===== src/rtl/tpu_tile_sequencer_if.sv =====
// Handshake bundle between the tile sequencer and the TPU top level.
// TILE_SEQ_STALL_CNT_EN adds the stall_count observation signal.
interface tpu_tile_sequencer_if #(
    parameter int ADDRESSSIZE = 10
);
    logic                   start;
    logic [ADDRESSSIZE-1:0] base_addr;
    logic [ADDRESSSIZE-1:0] num_rows;
    logic                   fifo_empty;
    logic                   fifo_read_enable;
    logic                   we_rl;
    logic [ADDRESSSIZE-1:0] ub_address;
    logic                   valid_address;
    logic                   addr_ctrl_en;
    logic                   result_we;
    logic [ADDRESSSIZE-1:0] result_address;
    logic                   busy;
    logic                   end_;
`ifdef TILE_SEQ_STALL_CNT_EN
    logic [15:0]            stall_count;
`endif

    modport master (
        input  start, base_addr, num_rows, fifo_empty,
        output fifo_read_enable, we_rl, ub_address, valid_address, addr_ctrl_en,
               result_we, result_address, busy, end_
`ifdef TILE_SEQ_STALL_CNT_EN
        , output stall_count
`endif
    );

    modport slave (
        output start, base_addr, num_rows, fifo_empty,
        input  fifo_read_enable, we_rl, ub_address, valid_address, addr_ctrl_en,
               result_we, result_address, busy, end_
`ifdef TILE_SEQ_STALL_CNT_EN
        , input stall_count
`endif
    );
endinterface


===== src/rtl/tpu_tile_sequencer.sv =====
// Tile-pass sequencer: weight pop, reload pulse, row streaming, result write-back.
// Optional TILE_SEQ_STALL_CNT_EN adds a saturating FIFO-starvation cycle counter.
module tpu_tile_sequencer #(
    parameter int ADDRESSSIZE    = 10,
    parameter int RESULT_LATENCY = 17,
    parameter int PIPE_W         = 5
) (
    input logic                 clk,
    input logic                 rstn,
    tpu_tile_sequencer_if.master bus
);
    typedef enum logic [2:0] {IDLE, FETCH, RELOAD, STREAM, DRAIN, DONE} state_t;

    state_t                    state;
    logic [ADDRESSSIZE-1:0]    base_q;
    logic [ADDRESSSIZE-1:0]    rows_left;
    logic [PIPE_W-1:0]         drain_cnt;
    logic [RESULT_LATENCY-1:0] pipe;

    // The pop follows the live empty flag so it lands in the first non-empty cycle.
    assign bus.fifo_read_enable = (state == FETCH) && !bus.fifo_empty;
    assign bus.addr_ctrl_en     = bus.valid_address;
    assign bus.result_we        = pipe[RESULT_LATENCY-1];

    always_ff @(posedge clk or negedge rstn) begin
        if (!rstn) begin
            state              <= IDLE;
            base_q             <= '0;
            rows_left          <= '0;
            drain_cnt          <= '0;
            pipe               <= '0;
            bus.we_rl          <= 1'b0;
            bus.ub_address     <= '0;
            bus.valid_address  <= 1'b0;
            bus.result_address <= '0;
            bus.busy           <= 1'b0;
            bus.end_           <= 1'b0;
        end else begin
            bus.we_rl <= 1'b0;
            bus.end_  <= 1'b0;
            pipe      <= (pipe << 1) | RESULT_LATENCY'(bus.valid_address);
            if (bus.result_we)
                bus.result_address <= bus.result_address + 1'b1;

            case (state)
                IDLE: begin
                    if (bus.start) begin
                        base_q             <= bus.base_addr;
                        rows_left          <= bus.num_rows;
                        bus.result_address <= bus.base_addr;
                        bus.busy           <= 1'b1;
                        if (bus.num_rows == '0) begin
                            state    <= DONE;
                            bus.end_ <= 1'b1;
                        end else begin
                            state <= FETCH;
                        end
                    end
                end
                FETCH: begin
                    if (!bus.fifo_empty) begin
                        state     <= RELOAD;
                        bus.we_rl <= 1'b1;
                    end
                end
                RELOAD: begin
                    state             <= STREAM;
                    bus.ub_address    <= base_q;
                    bus.valid_address <= 1'b1;
                    rows_left         <= rows_left - 1'b1;
                end
                STREAM: begin
                    if (rows_left == '0) begin
                        // Last row is on the bus now; its write lands RESULT_LATENCY cycles later.
                        state             <= DRAIN;
                        bus.valid_address <= 1'b0;
                        drain_cnt         <= PIPE_W'(RESULT_LATENCY - 1);
                    end else begin
                        bus.ub_address <= bus.ub_address + 1'b1;
                        rows_left      <= rows_left - 1'b1;
                    end
                end
                DRAIN: begin
                    if (drain_cnt == '0) begin
                        state    <= DONE;
                        bus.end_ <= 1'b1;
                    end else begin
                        drain_cnt <= drain_cnt - 1'b1;
                    end
                end
                DONE: begin
                    state    <= IDLE;
                    bus.busy <= 1'b0;
                end
                default: state <= IDLE;
            endcase
        end
    end

`ifdef TILE_SEQ_STALL_CNT_EN
    always_ff @(posedge clk or negedge rstn) begin
        if (!rstn)
            bus.stall_count <= '0;
        else if (state == IDLE && bus.start)
            bus.stall_count <= '0;
        else if (state == FETCH && bus.fifo_empty && bus.stall_count != 16'hFFFF)
            bus.stall_count <= bus.stall_count + 1'b1;
    end
`endif
endmodule


===== src/flat_wrapper.sv =====
// flat-port wrapper written by rule: the top's interface ports become plain ports
module tpu_tile_sequencer_flat 
#(
    parameter int ADDRESSSIZE    = 10,
    parameter int RESULT_LATENCY = 17,
    parameter int PIPE_W         = 5
)
  (clk, rstn, bus_start, bus_base_addr, bus_num_rows, bus_fifo_empty, bus_fifo_read_enable, bus_we_rl, bus_ub_address, bus_valid_address, bus_addr_ctrl_en, bus_result_we, bus_result_address, bus_busy, bus_end_);
  tpu_tile_sequencer_if #(.ADDRESSSIZE(ADDRESSSIZE)) bus_i ();
  input logic clk;
  input logic rstn;
  input wire logic [$bits(bus_i.start)-1:0] bus_start;
  input wire logic [$bits(bus_i.base_addr)-1:0] bus_base_addr;
  input wire logic [$bits(bus_i.num_rows)-1:0] bus_num_rows;
  input wire logic [$bits(bus_i.fifo_empty)-1:0] bus_fifo_empty;
  output wire logic [$bits(bus_i.fifo_read_enable)-1:0] bus_fifo_read_enable;
  output wire logic [$bits(bus_i.we_rl)-1:0] bus_we_rl;
  output wire logic [$bits(bus_i.ub_address)-1:0] bus_ub_address;
  output wire logic [$bits(bus_i.valid_address)-1:0] bus_valid_address;
  output wire logic [$bits(bus_i.addr_ctrl_en)-1:0] bus_addr_ctrl_en;
  output wire logic [$bits(bus_i.result_we)-1:0] bus_result_we;
  output wire logic [$bits(bus_i.result_address)-1:0] bus_result_address;
  output wire logic [$bits(bus_i.busy)-1:0] bus_busy;
  output wire logic [$bits(bus_i.end_)-1:0] bus_end_;
  assign bus_i.start = bus_start;
  assign bus_i.base_addr = bus_base_addr;
  assign bus_i.num_rows = bus_num_rows;
  assign bus_i.fifo_empty = bus_fifo_empty;
  assign bus_fifo_read_enable = bus_i.fifo_read_enable;
  assign bus_we_rl = bus_i.we_rl;
  assign bus_ub_address = bus_i.ub_address;
  assign bus_valid_address = bus_i.valid_address;
  assign bus_addr_ctrl_en = bus_i.addr_ctrl_en;
  assign bus_result_we = bus_i.result_we;
  assign bus_result_address = bus_i.result_address;
  assign bus_busy = bus_i.busy;
  assign bus_end_ = bus_i.end_;
  tpu_tile_sequencer #(.ADDRESSSIZE(ADDRESSSIZE), .RESULT_LATENCY(RESULT_LATENCY), .PIPE_W(PIPE_W)) u_core (.clk(clk), .rstn(rstn), .bus(bus_i));
endmodule

===== config.mk =====
export PLATFORM = sky130hd
export DESIGN_NAME = tpu_tile_sequencer_flat
export DESIGN_NICKNAME = d
export VERILOG_FILES = /design/src/rtl/tpu_tile_sequencer_if.sv /design/src/rtl/tpu_tile_sequencer.sv /design/src/flat_wrapper.sv
export SDC_FILE = /design/constraint.sdc
export NUM_CORES = 1
export LEC_CHECK = 0
export CORE_AREA = 2 2 81 83
export DETAILED_ROUTE_END_ITERATION = 8
export DIE_AREA = 0 0 83 85
export PLACE_DENSITY = 0.82
export SLEW_MARGIN = 10
export SYNTH_ARGS = -nofsm -noshare
export SYNTH_HDL_FRONTEND = slang
export SYNTH_SLANG_ARGS = --single-unit

===== constraint.sdc =====
create_clock -name clk -period 2.3 [get_ports clk]
set_clock_uncertainty 0.15 [all_clocks]
set_input_delay 0.46 -clock clk [delete_from_list [all_inputs] [get_ports clk]]
set_output_delay 0.46 -clock clk [all_outputs]
set_load 0.02 [all_outputs]

==> qor.txt <==
status -> complete, no violations
WP data arrival -> 2.22 ns
RSZ-0062 raised after global routing -> false
peak fanout along the critical path -> 8
launch point of the worst reg-to-reg path -> u_core.rows_left[0]
# nets final -> 416
Mapped Cells -> 326
drc violations -> 0
floorplan die area -> 7060 um^2
post-synthesis sequential area ratio -> 53.6%
GR Overflow Total -> 0
Final setup violation count -> 0
Num CTS Buffers -> 9
setup slack of the critical path after layout -> 0.142 ns
Power per Cell Area -> 1210 nW/um^2
cell family contributing the most delay on the critical path -> simple AND/OR/NAND/NOR gates
Site Rows -> 29
number of vias per cell after detailed routing -> 6.13
count of buffering cells on the critical path with inverters included -> 1
WL per Instance -> 16.2 um
Final Cycle Share -> 93.8%
Top FF cell, synth -> sky130_fd_sc_hd__dfrtp_1
Mapped Nets -> 354
Final TNS setup -> 0 ns
Post-Synthesis Mean Instance Area -> 9.89 um^2
ports placed on the boundary -> 51
CTS Sinks -> 69
GRT met3 Usage -> 3.79%
async set-reset flop share out of synthesis -> 100%
VDD IR max -> 0.732 mV
ANT cells -> 0
actual slew at the worst max-slew pin -> 0.479 ns
Setup Fix Bufs, Post-CTS -> 0
count of yosys warnings during synthesis -> 0
clock tree from TritonCTS -> done
required time reported for the critical path endpoint -> 2.37 ns
via count -> 2883
GP Congestion -> 0.882
Max Buffers Root-to-Sink -> 2
depth of the critical timing path with buffers and inverters included -> 6
number of antenna violations at the first check in global routing -> 0
crit path capture type -> register
startpoint of the worst setup timing path -> u_core.rows_left[0]
total iterations of the first detailed-routing run -> 5
peak clock frequency supported by timing -> 463 MHz
Port-buffer cells -> 50
class of the most critical setup path -> register to register
worst reg2reg endpoint -> u_core.drain_cnt[3]
Final Non-Filler Cells -> 470
GR peak layer -> met2
GRT Resource Usage Total -> 23.0%
clock slew seen by the registers of the worst setup and hold paths -> 0.07 ns
path depth of the worst reg2reg path -> 6
worst-case setup slack after placement -> -0.137 ns
final standard cell area without fillers -> 4070 um^2
Area growth syn-to-layout -> 26.2%
overall die width -> 83 um
Clock Latency Late Sink -> 0.34 ns
flip-flop and latch count after synthesis -> 69
cell at the root of the clock tree -> sky130_fd_sc_hd__clkbuf_8
Final Hold Fails -> 0
MaxCap Viol Count -> 0
effective utilization at floorplan -> 51.9%
total power of the final layout -> 4.90 mW
proportion of layout cells with a drive suffix above 1 -> 10.7%
count of different cell masters after synthesis -> 51
Startpoint Class -> register
antenna-violating nets left -> 0
maximum number of pins on one net before global-route repair -> 31
CORE AREA -> 6200 um^2
leak pwr -> 1.75 nW
shortest clock period the worst path allows after layout -> 2.16 ns
CTS H-Tree Depth -> 3
met1 track utilization from global routing -> 31.7%
flop-to-flop setup slack -> 0.14 ns
Slew Limit Fails -> 0
DR iter-0 viols -> 211
total wire length after detailed routing -> 7610 um
headroom to the max-slew limit -> 68.0%
cell area after placement -> 3880 um^2
end point of the critical path -> u_core.drain_cnt[3]
cell area after technology mapping -> 3220 um^2
number of enable flip-flop cells after synthesis -> 0
number of global-route vias before repair -> 2714
sum of net half-perimeters after detailed placement -> 5370 um
global-route wire length before repair -> 12900 um
placed cells -> 453
fraction of met2 tracks used by global routing -> 35.5%
Die Y-Extent -> 85 um
peak per-stage delay on the critical path -> 0.41 ns
series of cell instances along the critical path -> inv_1 -> ha_1 -> nor3b_2 -> nand3_2 -> o21ai_1 -> a31oi_1
Min-Delay Path Class -> register to register
slowest stage cell, crit path -> sky130_fd_sc_hd__nor3b_2
==> state kept, by name, indices dropped and copies added, names as in the netlist, 3 cells and up <==
signal and cells:
u_core.bus.result_address 10, u_core.pipe 17, u_core.state 3, u_core.rows_left 10, u_core.bus.ub_address 10, u_core.base_q 10
u_core.drain_cnt 5
==> worst min-delay path by stage <==
stage	startpoint	to	depth (start not counted)	slack, ns
2_1_floorplan	rstn	u_core.base_q[0]	0	0.01
3_3_place_gp	u_core.pipe[11]	u_core.pipe[12]	0	0.18
3_5_place_dp	u_core.pipe[9]	u_core.pipe[10]	0	0.18
4_1_cts	u_core.pipe[6]	u_core.pipe[7]	0	0.20
5_1_grt	u_core.pipe[11]	u_core.pipe[12]	0	0.21
6_report	u_core.pipe[6]	u_core.pipe[7]	0	0.20
==> per-stage QoR <==
stage          hold slack [ns]  utilization, %
3_5_place_dp             0.185            62.6
3_3_place_gp             0.183            62.6
5_1_grt                  0.207            65.6
2_1_floorplan           0.0144               -
4_1_cts                  0.202            65.6
6_report                 0.200            65.6
==> synth_stat cells, types with 2 or more instances <==
library cell | count | share of area [%]
sky130_fd_sc_hd__a211oi_1 | 3 | 0.70
sky130_fd_sc_hd__a21oi_1 | 19 | 3.0
sky130_fd_sc_hd__a311oi_1 | 2 | 0.54
sky130_fd_sc_hd__a31oi_1 | 13 | 2.5
sky130_fd_sc_hd__and3_1 | 6 | 1.2
sky130_fd_sc_hd__buf_2 | 4 | 0.62
sky130_fd_sc_hd__clkbuf_1 | 11 | 1.3
sky130_fd_sc_hd__dfrtp_1 | 69 | 54
sky130_fd_sc_hd__ha_1 | 4 | 1.6
sky130_fd_sc_hd__inv_1 | 10 | 1.2
sky130_fd_sc_hd__mux2i_1 | 6 | 1.9
sky130_fd_sc_hd__nand2_1 | 49 | 5.7
sky130_fd_sc_hd__nand2b_1 | 6 | 1.2
sky130_fd_sc_hd__nand3_1 | 9 | 1.4
sky130_fd_sc_hd__nand4_1 | 8 | 1.6
sky130_fd_sc_hd__nor2_1 | 11 | 1.3
sky130_fd_sc_hd__nor3_1 | 11 | 1.7
sky130_fd_sc_hd__nor4_1 | 4 | 0.78
sky130_fd_sc_hd__o21a_1 | 3 | 0.70
sky130_fd_sc_hd__o21ai_0 | 12 | 1.9
sky130_fd_sc_hd__o21ai_1 | 5 | 0.78
sky130_fd_sc_hd__o22ai_1 | 16 | 3.1
sky130_fd_sc_hd__o31ai_1 | 3 | 0.70
sky130_fd_sc_hd__o32ai_1 | 2 | 0.54
sky130_fd_sc_hd__or3_1 | 5 | 0.97
sky130_fd_sc_hd__or3b_1 | 3 | 0.82
sky130_fd_sc_hd__xnor2_1 | 5 | 1.4
sky130_fd_sc_hd__xor2_1 | 4 | 1.1
==> repair_timing <==
item,4_1_cts,5_1_grt
endpoints found under the setup margin,1,0
hold endpoints to repair,19,0
gates resized for setup,1,0
hold buffers,1,0
==> worst reg2reg max path, stage by stage (launching register included) <==
cell                      delay [ns]
sky130_fd_sc_hd__dfrtp_1        0.39
sky130_fd_sc_hd__inv_1          0.11
sky130_fd_sc_hd__ha_1           0.22
sky130_fd_sc_hd__nor3b_2        0.41
sky130_fd_sc_hd__nand3_2        0.32
sky130_fd_sc_hd__o21ai_1        0.31
sky130_fd_sc_hd__a31oi_1        0.12
==> routing by layer <==
| metal | wire [um] | vias to the layer above |
|---|---|---|
| li1 | - | 1322 |
| met2 | 3660 | 143 |
| met3 | 508 | 21 |
| met4 | 195 | 0 |
| met5 | 0 | - |
| met1 | 3240 | 1397 |
==> cell families after synthesis <==
logic type	share of synthesized area, %
AOI/OAI and AO/OA	17.0
xor gates and xnor gates	2.45
adders and majority gates	1.55
buffers and inverters	3.65
DFF	53.6
muxes	1.86
and+or+nand+nor	20.0
==> power breakdown <==
group	total [mW]	internal, mW	switching (mW)	leakage, nW
Clock	0.883	0.420	0.462	0.0815
Sequential	2.17	1.69	0.484	0.787
Combinational	1.85	0.887	0.962	0.881
==> cells in the final DEF, fill, tap and decap left out, types with 4 or more instances in the layout <==
cell / instances
sky130_fd_sc_hd__nor4_1: 4
sky130_fd_sc_hd__inv_1: 10
sky130_fd_sc_hd__dfrtp_1: 69
sky130_fd_sc_hd__o22ai_1: 16
sky130_fd_sc_hd__nand2_1: 49
sky130_fd_sc_hd__nor3_1: 10
sky130_fd_sc_hd__mux2i_1: 6
sky130_fd_sc_hd__xor2_1: 4
sky130_fd_sc_hd__a21oi_1: 19
sky130_fd_sc_hd__o21ai_0: 12
sky130_fd_sc_hd__and3_1: 6
sky130_fd_sc_hd__nand4_1: 8
sky130_fd_sc_hd__nand2b_1: 6
sky130_fd_sc_hd__clkbuf_8: 10
sky130_fd_sc_hd__clkdlybuf4s50_1: 48
sky130_fd_sc_hd__ha_1: 4
sky130_fd_sc_hd__o21ai_1: 5
sky130_fd_sc_hd__buf_4: 16
sky130_fd_sc_hd__xnor2_1: 5
sky130_fd_sc_hd__or3_1: 5
sky130_fd_sc_hd__nand3_1: 9
sky130_fd_sc_hd__a31oi_1: 13
sky130_fd_sc_hd__nor2_1: 11
==> cell type report <==
cell class,count,area (um^2)
inverters,10,37.5
well taps,77,96.3
flip-flops and latches,69,1730
fillers,489,2140
clock inverters,5,36.3
repair buffers,68,644
multi-input cells,230,1390
clock buffers,11,141
No activity file was read; power rests on OpenSTA's default activity.
